### config.mk
export PLATFORM = sky130hd
export DESIGN_NAME = perceptron_seq_ctrl
export DESIGN_NICKNAME = d
export VERILOG_FILES = /design/src/rtl/perceptron_seq_ctrl.sv
export SDC_FILE = /design/constraint.sdc
export NUM_CORES = 1
export LEC_CHECK = 0
export ABC_CLOCK_PERIOD_IN_PS = 6900
export CAP_MARGIN = 5
export CORE_ASPECT_RATIO = 0.7
export CORE_MARGIN = 5
export CORE_UTILIZATION = 35
export CTS_BUF_LIST = sky130_fd_sc_hd__clkbuf_8
export DETAILED_ROUTE_END_ITERATION = 8
export GPL_TIMING_DRIVEN = 0
export SETUP_SLACK_MARGIN = 0.5
export SLEW_MARGIN = 20
export SYNTH_ARGS = -nofsm -noshare
export SYNTH_HDL_FRONTEND = slang
export SYNTH_SLANG_ARGS = --single-unit
### constraint.sdc
create_clock -name clk -period 6.9 [get_ports clk]
set_input_delay 1.38 -clock clk [delete_from_list [all_inputs] [get_ports clk]]
set_output_delay 1.38 -clock clk [all_outputs]
set_load 0.005 [all_outputs]
### src/rtl/perceptron_seq_ctrl.sv
// Perceptron sequencing controller: weight/bias/input storage, one shared signed
// multiplier stepped over all inputs, thresholded output and perceptron learning rule.
module perceptron_seq_ctrl #(
    parameter int N_INPUTS  = 4,
    parameter int W_WIDTH   = 8,
    parameter int ACC_WIDTH = 2*W_WIDTH + $clog2(N_INPUTS+1)
) (
    input  logic                 clk,
    input  logic                 rst_n,
    input  logic                 ena,
    input  logic                 cmd_valid,
    output logic                 cmd_ready,
    input  logic [1:0]           cmd_op,
    input  logic [W_WIDTH-1:0]   cmd_data,
    output logic                 result_valid,
    output logic                 result_y,
    output logic [ACC_WIDTH-1:0] result_acc,
    output logic                 update_pulse,
    output logic                 busy
);

    localparam int IDX_W = $clog2(N_INPUTS+1);
    localparam int AW    = $clog2(N_INPUTS);
    localparam logic [IDX_W-1:0] N_IDX  = IDX_W'(N_INPUTS);
    localparam logic [IDX_W-1:0] LAST_I = IDX_W'(N_INPUTS-1);
    localparam logic [AW-1:0]    LAST_X = AW'(N_INPUTS-1);

    typedef enum logic [1:0] {IDLE, MAC, TRAIN} state_t;
    typedef enum logic [1:0] {OP_LOAD_W = 2'b00, OP_PUSH_X = 2'b01,
                              OP_TRAIN  = 2'b10, OP_CLEAR  = 2'b11} op_t;

    state_t state, state_next;

    logic signed [W_WIDTH-1:0]   w [N_INPUTS];
    logic signed [W_WIDTH-1:0]   x [N_INPUTS];
    logic signed [W_WIDTH-1:0]   bias;
    logic [IDX_W-1:0]            wptr;
    logic [AW-1:0]               xptr;
    logic [IDX_W-1:0]            idx;
    logic [AW-1:0]               idx_a;
    logic signed [ACC_WIDTH-1:0] acc, acc_next;
    logic signed [2*W_WIDTH-1:0] prod;
    logic                        last_y;
    logic                        train_up;

    // Add or subtract in W+1 bits, then clamp to the signed W-bit range.
    function automatic logic signed [W_WIDTH-1:0] sat_step(
        input logic signed [W_WIDTH-1:0] a,
        input logic signed [W_WIDTH-1:0] b,
        input logic                      sub
    );
        logic signed [W_WIDTH:0] s;
        s = sub ? ((W_WIDTH+1)'(a) - (W_WIDTH+1)'(b))
                : ((W_WIDTH+1)'(a) + (W_WIDTH+1)'(b));
        if (s[W_WIDTH] != s[W_WIDTH-1])
            return s[W_WIDTH] ? {1'b1, {(W_WIDTH-1){1'b0}}} : {1'b0, {(W_WIDTH-1){1'b1}}};
        return s[W_WIDTH-1:0];
    endfunction

    assign idx_a    = idx[AW-1:0];
    assign prod     = w[idx_a] * x[idx_a];
    assign acc_next = acc + ACC_WIDTH'(prod);

    always_ff @(posedge clk or negedge rst_n) begin
        if (!rst_n) state <= IDLE;
        else        state <= state_next;
    end

    always_comb begin
        state_next = state;
        if (ena) begin
            unique case (state)
                IDLE: if (cmd_valid) begin
                    if (cmd_op == OP_PUSH_X && xptr == LAST_X)
                        state_next = MAC;
                    else if (cmd_op == OP_TRAIN && cmd_data[0] != last_y)
                        state_next = TRAIN;
                end
                MAC:     if (idx == LAST_I) state_next = IDLE;
                TRAIN:   if (idx == N_IDX)  state_next = IDLE;
                default: state_next = IDLE;
            endcase
        end
    end

    always_comb begin
        cmd_ready = ena && (state == IDLE);
        busy      = (state != IDLE);
    end

    always_ff @(posedge clk or negedge rst_n) begin
        if (!rst_n) begin
            for (int unsigned i = 0; i < N_INPUTS; i++) begin
                w[i] <= '0;
                x[i] <= '0;
            end
            bias         <= '0;
            wptr         <= '0;
            xptr         <= '0;
            idx          <= '0;
            acc          <= '0;
            last_y       <= 1'b0;
            train_up     <= 1'b0;
            result_valid <= 1'b0;
            result_y     <= 1'b0;
            result_acc   <= '0;
            update_pulse <= 1'b0;
        end else begin
            // Pulses drop every cycle, even when paused, so they are never stretched.
            result_valid <= 1'b0;
            update_pulse <= 1'b0;
            if (ena) begin
                unique case (state)
                    IDLE: if (cmd_valid) begin
                        unique case (op_t'(cmd_op))
                            OP_LOAD_W: begin
                                if (wptr == N_IDX) begin
                                    bias <= cmd_data;
                                    wptr <= '0;
                                end else begin
                                    w[wptr[AW-1:0]] <= cmd_data;
                                    wptr <= wptr + IDX_W'(1);
                                end
                            end
                            OP_PUSH_X: begin
                                x[xptr] <= cmd_data;
                                if (xptr == LAST_X) begin
                                    xptr <= '0;
                                    acc  <= ACC_WIDTH'(bias);
                                    idx  <= '0;
                                end else begin
                                    xptr <= xptr + AW'(1);
                                end
                            end
                            OP_TRAIN: begin
                                idx      <= '0;
                                train_up <= cmd_data[0];
                            end
                            OP_CLEAR: begin
                                for (int unsigned i = 0; i < N_INPUTS; i++) begin
                                    w[i] <= '0;
                                    x[i] <= '0;
                                end
                                bias   <= '0;
                                wptr   <= '0;
                                xptr   <= '0;
                                last_y <= 1'b0;
                            end
                            default: ;
                        endcase
                    end
                    MAC: begin
                        acc <= acc_next;
                        idx <= idx + IDX_W'(1);
                        if (idx == LAST_I) begin
                            result_acc   <= acc_next;
                            result_y     <= ~acc_next[ACC_WIDTH-1];
                            last_y       <= ~acc_next[ACC_WIDTH-1];
                            result_valid <= 1'b1;
                        end
                    end
                    TRAIN: begin
                        if (idx == N_IDX) begin
                            bias         <= sat_step(bias, W_WIDTH'(1), ~train_up);
                            update_pulse <= 1'b1;
                        end else begin
                            w[idx_a] <= sat_step(w[idx_a], x[idx_a], ~train_up);
                            idx      <= idx + IDX_W'(1);
                        end
                    end
                    default: ;
                endcase
            end
        end
    end

endmodule

# ---- After elaboration in Yosys (flattened, before gate mapping)
# Cells that the tools add are included.
dict set report totals {
  reg_bits 125
  output_inout_bits 24
}
dict set report op_classes {
  n_bitwise 4
  n_eq_ne 25
  addsub 8
  mux 74
  magnitude_cmp 6
  multipliers 1
  reduce_logical 24
}
# operator n
set op_table {}
lappend op_table {{32-bit case mux with 2 select lines} 3}
lappend op_table {{8-bit two-way mux} 19}
lappend op_table {{32-bit bitwise mux} 3}
lappend op_table {{32-bit two-way mux} 3}
lappend op_table {{19-bit two-way mux} 3}
lappend op_table {{8-bit demux with 2-bit select} 3}
lappend op_table {{19-bit case mux with 2 select lines} 1}
lappend op_table {{8-bit binary-select mux with 2-bit select} 2}
lappend op_table {{8-bit case mux with 2 select lines} 2}
lappend op_table {{19-bit by 16-bit adder with 19-bit output} 1}
lappend op_table {{9-bit two-way mux} 2}
lappend op_table {{6-bit AND reduction} 3}
lappend op_table {{1-bit two-way mux} 17}
lappend op_table {{8-bit by 8-bit multiplier with 16-bit output} 1}
lappend op_table {{3-bit != test (second input constant)} 5}
lappend op_table {{5-bit AND reduction} 3}
lappend op_table {{2-bit two-way mux} 6}
lappend op_table {{3-bit two-way mux} 4}
lappend op_table {{2-bit != test (second input constant)} 6}
lappend op_table {{3-bit case mux with 2 select lines} 2}
lappend op_table {{4-bit AND reduction} 3}
lappend op_table {{2-bit nonzero test} 5}
lappend op_table {{8-bit by 2-bit adder with 9-bit output (second input constant)} 1}
lappend op_table {{8-bit by 8-bit adder with 9-bit output} 1}
lappend op_table {{23 further kinds} 43}

# ---- Longest topological paths before layout
# Gate-level depths: netlist of the first run.
dict set report logic_depth {
  depth_word 18
  depth_mapped 24
}

# ---- Least setup slack after synthesis of the first run
# No wires, ideal clock.
dict set report synth_timing {
  kind {flip-flop to flip-flop}
  start {reg idx[0]}
  end {reg acc[15]}
  required_time_ns 6.773
  stages_incl_launch_ff 20
  setup_slack_ns 0.706
  arrival_ns 6.066
  path_buffers 2
  synth_period_minus_slack_ns 6.194
  setup_ns 0.127
  cell_sequence {dfrtp_1 -> buf_6 -> mux4_2 -> clkbuf_1 -> and2_1 -> inv_1 -> fa_1 -> inv_1 -> fa_1 -> fa_1 -> fa_1 -> fa_1 -> ha_1 -> inv_1 -> or4b_2 -> nand2_1 -> a21oi_1 -> o21ai_0 -> mux2i_1 -> nand3_1}
}
dict set report synth_between {
  elab_chain_cells 7
}
# element line_no
set synth_rtl {}
lappend synth_rtl {{start, declared} 39} ;# logic [IDX_W-1:0] idx;
lappend synth_rtl {{start signal, assigned} 154} ;# idx <= idx + IDX_W'(1);
lappend synth_rtl {{start signal, assigned} 168} ;# idx <= idx + IDX_W'(1);
lappend synth_rtl {{2-bit NOT with 3-bit output (implied by the code) (*)} 61} ;# assign prod = w[idx_a] * x[idx_a];
lappend synth_rtl {{8-bit binary-select mux with 2-bit select} 61}
lappend synth_rtl {{8-bit two-way mux (implied by the code) (2 in a row)} 61}
lappend synth_rtl {{8-bit by 8-bit multiplier with 16-bit output (*)} 61}
lappend synth_rtl {{19-bit by 16-bit adder with 19-bit output (*)} 62} ;# assign acc_next = acc + ACC_WIDTH'(prod);
lappend synth_rtl {{19-bit case mux with 2 select lines (*)} 113} ;# unique case (state)
lappend synth_rtl {{end signal, assigned} 129} ;# acc <= ACC_WIDTH'(bias);
lappend synth_rtl {{end signal, assigned} 153} ;# acc <= acc_next;
lappend synth_rtl {{end, declared} 41} ;# logic signed [ACC_WIDTH-1:0] acc, acc_next;
# Every way passes the cells marked *; elsewhere a longest branch is shown, timed or not. The select of a mux whose other input is x is not followed.
# A chain may end at the register's enable or synchronous reset.

# ---- Worst setup path in the final report of the first run
# Same ends and word-level chain as after synthesis.

==> metrics, run 1 <==
Die Height 155 um; number of rows created at floorplan 53; Post-route DRC 0; required time of the worst setup path 7.24 ns; worst clock skew on the final layout 0.0170 ns; CTS sink cnt 125; net total in the final layout 1372; hold buffer count at cts 0; run status completed; final HPWL from detailed placement 21300 um; length in cells of the worst reg-to-reg path 17; detailed-router iteration count before antenna repair 5; clock tree from TritonCTS yes; Max FO, Critical Path 10; Vias per Instance 5.15; worst setup slack after placement -0.493 ns; area leader, netlist sky130_fd_sc_hd__dfrtp_1; pin count of the biggest net entering global routing 80; number of distinct library cells after synthesis 60; crit end category flop; multi-input gate area in the final layout 0.00681 mm^2; CTS Root Cell sky130_fd_sc_hd__clkbuf_8; maximum achievable frequency 162 MHz; initial standard-cell utilization of the core 0.352; count of warnings emitted by yosys 0; Worst slew margin 0.404; Final Wtd Congestion 0.833; register area 0.00313 mm^2; clock period minus final worst setup slack 6.16 ns; part of the Yosys area used for sequential elements 0.298; setup repair after global routing missed its margin no; maximum level of the CTS H-tree 4; Post-Syn Area 0.0105 mm^2; final slew viol count 0; Worst Path Arrival 6.51 ns; startpoint type of the worst setup path flop; share of layout cells above drive strength 1 0.0822; setup TNS 0 ns; CTS buffer count 17; number of top-level pins 38; syn_area_per_cell 9.31 um^2; remaining number of nets flagged by the antenna check after routing 0; post-detailed-routing wire length 27400 um; number of port buffers 36; number of setup violations in the final report 0; all-layer global routing usage 0.168; DIE AREA 0.0336 mm^2; number of antenna cells inserted 0; area inside the core boundary 0.0298 mm^2; top-count cell post-synth sky130_fd_sc_hd__nand2_1; ranking of synthesized cells by area sky130_fd_sc_hd__dfrtp_1 30%, sky130_fd_sc_hd__fa_1 16%, sky130_fd_sc_hd__ha_1 9.6%; number of DRC markers in iteration 0 809; width of the die 217 um; share of the synthesized area in the top cell type 0.298; clock slew at the register clock pins of the worst setup and hold paths 0.08 ns; antenna violations before repair 0; share of the clock period used by the worst path 0.893; Seq cells post-synth 125; number of global-route vias before repair 8109; drt wl/cell 17.3 um; critical setup path kind reg -> reg; worst hold path stage count 2; Hold Vio Cnt, Final 0; Area Growth Syn to Fin 13.4%; Worst-Skew Late Latency 0.47 ns; number of standard cells after synthesis 1129; filler instances 2957; synthesized net count 1310; fraction of synthesis flops using an asynchronous set or reset pin 1.00; global-route wire length before repair 45200 um; setup ws final 0.738 ns; number of flops mapped to enable cells by yosys 0; cell types with the highest counts after synthesis 185 x sky130_fd_sc_hd__nand2_1, 125 x sky130_fd_sc_hd__dfrtp_1, 124 x sky130_fd_sc_hd__o21ai_0, 120 x sky130_fd_sc_hd__inv_1, 86 x sky130_fd_sc_hd__fa_1; predominant post-synthesis flop cell sky130_fd_sc_hd__dfrtp_1; maximum clock path buffer count 2; Tightest Pin Transition 0.885 ns; minimum hold slack 0.479 ns; total number of vias 8191; worst min path class reg -> reg; total congestion overflow after global routing 0; maxcap violations 0
[worst max-delay path, cell delays in order (launching register included)]
cell	delay, ns
sky130_fd_sc_hd__dfrtp_1	0.40
sky130_fd_sc_hd__buf_8	0.18
sky130_fd_sc_hd__mux4_2	0.56
sky130_fd_sc_hd__clkbuf_1	0.29
sky130_fd_sc_hd__and2_1	0.27
sky130_fd_sc_hd__fa_1	0.46
sky130_fd_sc_hd__fa_1	0.57
sky130_fd_sc_hd__fa_1	0.44
sky130_fd_sc_hd__fa_1	0.52
sky130_fd_sc_hd__fa_1	0.55
sky130_fd_sc_hd__ha_4	0.31
sky130_fd_sc_hd__inv_1	0.05
sky130_fd_sc_hd__or4b_2	0.67
sky130_fd_sc_hd__nand2_1	0.12
sky130_fd_sc_hd__a21oi_1	0.13
sky130_fd_sc_hd__o21ai_2	0.21
sky130_fd_sc_hd__mux2i_1	0.21
sky130_fd_sc_hd__nand3_1	0.09
[timing repair]
action | in CTS | in global routing
gates resized for setup | 13 | 17
setup buffers | 1 | 4
pin swaps | 1 | 2
setup endpoints to repair | 21 | 18
[layout by cell type, fill, tap and decap left out, types with 4 or more instances in the layout]
| master | Yosys | final |
|---|---|---|
| sky130_fd_sc_hd__and2_1 | 33 | 31 |
| sky130_fd_sc_hd__nor2_1 | 53 | 53 |
| sky130_fd_sc_hd__fa_1 | 86 | 86 |
| sky130_fd_sc_hd__xnor2_1 | 20 | 19 |
| sky130_fd_sc_hd__o21ai_1 | 10 | 11 |
| sky130_fd_sc_hd__buf_2 | 3 | 6 |
| sky130_fd_sc_hd__o211ai_1 | 6 | 6 |
| sky130_fd_sc_hd__a32oi_1 | 4 | 4 |
| sky130_fd_sc_hd__o21ai_0 | 124 | 122 |
| sky130_fd_sc_hd__dfrtp_1 | 125 | 124 |
| sky130_fd_sc_hd__nor3_1 | 9 | 9 |
| sky130_fd_sc_hd__a21oi_1 | 34 | 34 |
| sky130_fd_sc_hd__o21a_1 | 7 | 7 |
| sky130_fd_sc_hd__mux2i_1 | 13 | 13 |
| sky130_fd_sc_hd__nand2b_1 | 11 | 11 |
| sky130_fd_sc_hd__ha_1 | 81 | 78 |
| sky130_fd_sc_hd__buf_4 | 1 | 7 |
| sky130_fd_sc_hd__nand2_1 | 185 | 185 |
| sky130_fd_sc_hd__xor2_1 | 19 | 18 |
| sky130_fd_sc_hd__mux2_2 | 9 | 9 |
| sky130_fd_sc_hd__mux4_2 | 15 | 15 |
| sky130_fd_sc_hd__nor2b_1 | 7 | 7 |
| sky130_fd_sc_hd__nand3b_1 | 4 | 4 |
| sky130_fd_sc_hd__clkinvlp_4 | 0 | 6 |
| sky130_fd_sc_hd__a31oi_1 | 12 | 12 |
| sky130_fd_sc_hd__o31ai_1 | 4 | 4 |
| sky130_fd_sc_hd__nand3_1 | 34 | 34 |
| sky130_fd_sc_hd__inv_1 | 120 | 120 |
| sky130_fd_sc_hd__and3_1 | 4 | 4 |
| sky130_fd_sc_hd__maj3_2 | 5 | 5 |
| sky130_fd_sc_hd__clkdlybuf4s50_1 | 0 | 35 |
| sky130_fd_sc_hd__a21o_1 | 12 | 12 |
| sky130_fd_sc_hd__clkbuf_1 | 33 | 29 |
| sky130_fd_sc_hd__clkbuf_8 | 0 | 19 |
[kinds of logic after synthesis]
logic type | share of synthesized area
buf+inv | 0.0598
simple gates | 0.150
xor+xnor | 0.0377
compound gates | 0.133
mux | 0.0542
flops | 0.298
fa+ha+maj | 0.268
[area by class of cell]
class | instances | area share
Buffer | 40 | 0.0167
Clock inverter | 13 | 0.0119
Clock buffer | 19 | 0.0219
Tap cell | 385 | 0.0404
Sequential cell | 125 | 0.263
Timing Repair Buffer | 43 | 0.0365
Inverter | 121 | 0.0382
Multi-Input combinational cell | 843 | 0.572
[path summary, 6_finish.rpt]
check	start	slack [ns]	to
worst max-delay path	idx[0]	0.74	acc[15]
worst max register to register	idx[0]	0.74	acc[15]
worst min register to register	result_acc[8]	0.48	result_acc[8]
worst min-delay path	result_acc[8]	0.48	result_acc[8]
min in group asynchronous	rst_n	0.80	bias[1]
max in group asynchronous	rst_n	5.36	idx[1]
[per-stage QoR]
stage	instance area (um^2)	util	instances
final	11900	0.399	1589
after global routing	11900	0.399	1589
after CTS	11800	0.397	1585
after detailed placement	11400	0.382	1552
after global placement	11400	0.380	1550
after floorplan	10500	-	1129
[sequential cells by signal, indices dropped and copies added (netlist names), 2 cells and up]
name,cells
result_acc,19
state,2
xptr,2
acc,19
wptr,3
x,32
idx,3
bias,8
w,32
[metal layers]
| metal | part of all wire | wire (um) | vias to the layer above | GRT usage |
|---|---|---|---|---|
| met5 | 0 | 0 | - | 0 |
| li1 | - | - | 3898 | - |
| met2 | 0.40 | 10900 | 220 | 0.228 |
| met3 | 0.056 | 1540 | 26 | 0.0338 |
| met1 | 0.53 | 14600 | 4047 | 0.273 |
| met4 | 0.011 | 302 | 0 | 0.0355 |
Power of run 1 is not shown: default switching activity piles up to over one toggle a cycle in this logic, so the estimate is an artifact.
==> inputs of run 2 (changes only) <==
--- a/config.mk
+++ b/config.mk
@@ -8,7 +8,7 @@
 export ABC_CLOCK_PERIOD_IN_PS = 6900
 export CAP_MARGIN = 5
 export CORE_ASPECT_RATIO = 0.7
-export CORE_MARGIN = 5
+export CORE_MARGIN = 10
 export CORE_UTILIZATION = 35
 export CTS_BUF_LIST = sky130_fd_sc_hd__clkbuf_8
 export DETAILED_ROUTE_END_ITERATION = 8
==> run 2 against run 1 <==
Effect of this change:
- design area rose by 0.53%
- critical path depth unchanged
- utilization up 1.1 points
- flip-flop and latch count unchanged
- first-iteration DRC count increased by 1.9%
- register-to-register slack is essentially flat
==> metrics, run 2 (same netlist as run 1, synthesis figures left out) <==
post-detailed-routing wire length 28100 um; maxcap violations 0; crit end category flop; Final Wtd Congestion 0.848; number of setup violations in the final report 0; Post-route DRC 0; number of DRC markers in iteration 0 824; Worst-Skew Late Latency 0.45 ns; setup TNS 0 ns; clock period minus final worst setup slack 6.15 ns; number of rows created at floorplan 52; maximum achievable frequency 162 MHz; top flop regs w x32, x x32; Vias per Instance 5.15; Max FO, Critical Path 10; run status completed; number of antenna cells inserted 0; number of top-level pins 38; worst min path class reg -> reg; final HPWL from detailed placement 21900 um; clock tree from TritonCTS yes; worst clock skew on the final layout 0.0109 ns; Area Growth Syn to Fin 14.0%; maximum level of the CTS H-tree 4; final slew viol count 0; share of the clock period used by the worst path 0.892; net total in the final layout 1375; setup repair after global routing missed its margin no; startpoint type of the worst setup path flop; Die Height 165 um; CTS buffer count 17; DIE AREA 0.0375 mm^2; width of the die 227 um; all-layer global routing usage 0.158; remaining number of nets flagged by the antenna check after routing 0; CTS sink cnt 125; required time of the worst setup path 7.24 ns; pin count of the biggest net entering global routing 79; maximum clock path buffer count 2; global-route wire length before repair 46300 um; number of global-route vias before repair 8182; share of layout cells above drive strength 1 0.0821; leading cell type in the layout, fill and taps excluded sky130_fd_sc_hd__nand2_1; CTS Root Cell sky130_fd_sc_hd__clkbuf_8; Hold Vio Cnt, Final 0; Tightest Pin Transition 0.831 ns; detailed-router iteration count before antenna repair 5; total number of vias 8159; antenna violations before repair 0; initial standard-cell utilization of the core 0.360; clock slew at the register clock pins of the worst setup and hold paths 0.08 ns; Worst slew margin 0.440; area inside the core boundary 0.0292 mm^2; total congestion overflow after global routing 0; Worst Path Arrival 6.49 ns; commonest cells after routing, fill and taps aside 185 x sky130_fd_sc_hd__nand2_1, 124 x sky130_fd_sc_hd__dfrtp_1, 122 x sky130_fd_sc_hd__inv_1, 122 x sky130_fd_sc_hd__o21ai_0, 86 x sky130_fd_sc_hd__fa_1; critical setup path kind reg -> reg; drt wl/cell 17.8 um; number of port buffers 36
## run 2: worst paths after layout
check | depth (start not counted) | end | slack, ns | start
max in group asynchronous | 2 | idx[1] | 5.31 | rst_n
setup reg to reg | 17 | acc[15] | 0.75 | idx[0]
min in group asynchronous | 1 | bias[1] | 0.82 | rst_n
hold / removal | 2 | result_acc[0] | 0.48 | result_acc[0]
hold reg to reg | 2 | result_acc[0] | 0.48 | result_acc[0]
setup / recovery | 17 | acc[15] | 0.75 | idx[0]
## run 2: area by class of cell
type | instances | area, um^2
repair buffers | 46 | 458
clock inverters | 12 | 171
flip-flops and latches | 125 | 3130
well taps | 378 | 473
fillers | 2855 | 17200
clock buffers | 19 | 262
inverters | 121 | 455
plain buffers | 40 | 199
multi-input cells | 843 | 6830
## run 2: per-stage QoR
stage	std cells	hold WS (ns)	util	cell area, um^2	setup slack [ns]
after CTS	1576	0.486	0.406	11900	0.504
after floorplan	1129	0.445	-	10500	0.706
final	1584	0.479	0.410	12000	0.745
after global placement	1543	0.458	0.388	11300	-0.746
after detailed placement	1545	0.467	0.390	11400	-0.459
after global routing	1584	0.504	0.410	12000	0.506
## run 2: timing repair
item / 4_1_cts / 5_1_grt
pin swaps: 1 / 3
gates resized for setup: 13 / 19
buffers inserted: 0 / 8
hold buffers: 0 / 0
endpoints found under the setup margin: 21 / 18
## run 2: worst max-delay path, stage by stage (launching register included)
cell	delay [ns]
sky130_fd_sc_hd__dfrtp_1	0.42
sky130_fd_sc_hd__buf_8	0.18
sky130_fd_sc_hd__mux4_2	0.55
sky130_fd_sc_hd__buf_1	0.29
sky130_fd_sc_hd__and2_1	0.27
sky130_fd_sc_hd__fa_1	0.46
sky130_fd_sc_hd__fa_1	0.56
sky130_fd_sc_hd__fa_1	0.44
sky130_fd_sc_hd__fa_1	0.52
sky130_fd_sc_hd__fa_1	0.54
sky130_fd_sc_hd__ha_4	0.30
sky130_fd_sc_hd__inv_1	0.05
sky130_fd_sc_hd__or4b_2	0.66
sky130_fd_sc_hd__nand2_1	0.13
sky130_fd_sc_hd__a21oi_1	0.14
sky130_fd_sc_hd__o21ai_2	0.22
sky130_fd_sc_hd__mux2i_1	0.22
sky130_fd_sc_hd__nand3_1	0.10
## run 2: routing by layer
layer  wire length (um)  part of all wire  GRT usage
met1              14300              0.51      0.237
met2              11400              0.41      0.219
met3               2070             0.073     0.0400
met4                306             0.011     0.0384
met5                  0                 0          0
Power of run 2 is left out for the same reason.
==> inputs of run 3 (changes only) <==
--- a/config.mk
+++ b/config.mk
@@ -5,10 +5,9 @@
 export SDC_FILE = /design/constraint.sdc
 export NUM_CORES = 1
 export LEC_CHECK = 0
-export ABC_CLOCK_PERIOD_IN_PS = 6900
 export CAP_MARGIN = 5
 export CORE_ASPECT_RATIO = 0.7
-export CORE_MARGIN = 10
+export CORE_MARGIN = 4
 export CORE_UTILIZATION = 35
 export CTS_BUF_LIST = sky130_fd_sc_hd__clkbuf_8
 export DETAILED_ROUTE_END_ITERATION = 8
==> run 3 against run 2 <==
Effect of this change:
- flip-flop and latch count did not move
- utilization fell by 0.35 points
- die area fell by 12%
- worst hold slack improved by 0.0021 ns
- maximum frequency rose by 0.22%
- sequential share of layout area rose by 0.23 points
- clock skew rose by 0.0041 ns
- design area fell by 0.86%
- global-route usage rose by 1.4 points
- count of clock-buffer cells in the layout rose by 1
- cell count did not move
- via count barely moved
==> metrics, run 3 (same netlist as run 1, synthesis figures left out) <==
run status completed; post-route cell area 0.0119 mm^2; final slew viol count 0; Worst Path Arrival 6.48 ns; total number of vias 8151; number of setup violations in the final report 0; setup TNS 0 ns; Max FO, Critical Path 11; detailed-router iteration count before antenna repair 7; global-route wire length before repair 45100 um; Tightest Pin Transition 0.893 ns; worst hold path stage count 2; pin count of the biggest net entering global routing 81; area inside the core boundary 0.0292 mm^2; DIE AREA 0.0329 mm^2; net total in the final layout 1375; Die Height 153 um; filler instances 2876; number of rows created at floorplan 52; CTS sink cnt 125; maxcap violations 0; Final Wtd Congestion 0.841; worst min path class reg -> reg; hold buffer count at cts 0; register area 0.00313 mm^2; post-detailed-routing wire length 27500 um; number of antenna cells inserted 0; commonest cells after routing, fill and taps aside 185 x sky130_fd_sc_hd__nand2_1, 124 x sky130_fd_sc_hd__dfrtp_1, 122 x sky130_fd_sc_hd__inv_1, 122 x sky130_fd_sc_hd__o21ai_0, 86 x sky130_fd_sc_hd__fa_1; Endpoint, Worst Hold x[22]; clock tree from TritonCTS yes; critical setup path kind reg -> reg; clock slew at the register clock pins of the worst setup and hold paths 0.07 ns; number of top-level pins 38; number of port buffers 36; maximum clock path buffer count 2; remaining number of nets flagged by the antenna check after routing 0; multi-input gate area in the final layout 0.00681 mm^2; top flop regs w x32, x x32; Vias per Instance 5.15; share of the clock period used by the worst path 0.890; clock period minus final worst setup slack 6.14 ns; origin of the worst min-delay path x[22]; width of the die 215 um; required time of the worst setup path 7.23 ns; maximum achievable frequency 163 MHz; worst setup slack for register-to-register paths 0.76 ns; Post-route DRC 0; worst clock skew on the final layout 0.0151 ns; antenna violations before repair 0; share of layout cells above drive strength 1 0.0829; Worst-Skew Late Latency 0.46 ns; length in cells of the worst reg-to-reg path 18; Area Growth Syn to Fin 13.0%; maximum level of the CTS H-tree 4; total cell area at the placement stage 0.0114 mm^2; number of global-route vias before repair 8031; Final Core Density 0.406; startpoint type of the worst setup path flop; crit end category flop; drt wl/cell 17.4 um; initial standard-cell utilization of the core 0.360; all-layer global routing usage 0.172; CTS Root Cell sky130_fd_sc_hd__clkbuf_8; final HPWL from detailed placement 21500 um; CTS buffer count 17; start of the worst register-to-register path idx[0]; Hold Vio Cnt, Final 0; setup repair after global routing missed its margin no; number of DRC markers in iteration 0 706; total congestion overflow after global routing 0; Worst slew margin 0.398; leading cell type in the layout, fill and taps excluded sky130_fd_sc_hd__nand2_1; endpoint of the lowest-slack register-to-register path acc[15]
[run 3: metrics by stage]
step	std cells	setup WS, ns	hold WS, ns
2_1_floorplan	1129	0.706	0.445
4_1_cts	1579	0.448	0.483
6_report	1584	0.759	0.481
5_1_grt	1584	0.507	0.499
3_5_place_dp	1545	-0.445	0.463
3_3_place_gp	1543	-0.840	0.458
[run 3: layer usage]
| layer | global-route usage | vias up | wire [um] |
|---|---|---|---|
| li1 | - | 3891 | - |
| met5 | 0 | - | 0 |
| met1 | 0.281 | 4031 | 15000 |
| met4 | 0.0356 | 0 | 292 |
| met3 | 0.0294 | 21 | 1430 |
| met2 | 0.234 | 208 | 10800 |
[run 3: what timing repair did]
| item | in CTS | in global routing |
|---|---|---|
| endpoints found under the setup margin | 19 | 18 |
| setup buffers | 3 | 5 |
| pin swaps | 3 | 4 |
| resized for setup | 12 | 19 |
[run 3: how the worst max path moves through the flow]
stage                     startpoint       to  slack, ns  depth (start not counted)
after floorplan               idx[0]  acc[15]       0.71                         19
after global placement         rst_n     x[6]      -0.84                          1
after detailed placement      idx[1]  acc[15]      -0.45                         18
after CTS                     idx[0]  acc[15]       0.45                         18
after global routing          idx[0]   last_y       0.51                         22
final                         idx[0]  acc[15]       0.76                         18
[run 3: area by class of cell]
class | count | share of cell area
plain buffers | 40 | 0.0173
clock buffers | 20 | 0.0232
clock inverters | 11 | 0.00601
inverters | 121 | 0.0384
multi-input cells | 843 | 0.573
flip-flops and latches | 125 | 0.264
well taps | 378 | 0.0398
repair buffers | 46 | 0.0386
[run 3: worst max-delay path, cell delays in order, from the launching register on]
cell	delay [ns]
sky130_fd_sc_hd__dfrtp_1	0.43
sky130_fd_sc_hd__buf_12	0.17
sky130_fd_sc_hd__buf_12	0.16
sky130_fd_sc_hd__mux4_2	0.55
sky130_fd_sc_hd__buf_2	0.23
sky130_fd_sc_hd__and2_4	0.25
sky130_fd_sc_hd__fa_1	0.56
sky130_fd_sc_hd__fa_1	0.46
sky130_fd_sc_hd__fa_1	0.57
sky130_fd_sc_hd__fa_1	0.45
sky130_fd_sc_hd__ha_1	0.30
sky130_fd_sc_hd__ha_1	0.37
sky130_fd_sc_hd__nand3_1	0.11
sky130_fd_sc_hd__or4b_2	0.61
sky130_fd_sc_hd__nand2_1	0.13
sky130_fd_sc_hd__a21oi_1	0.12
sky130_fd_sc_hd__o21ai_2	0.23
sky130_fd_sc_hd__mux2i_1	0.22
sky130_fd_sc_hd__nand3_1	0.10
Power of run 3 is left out for the same reason.
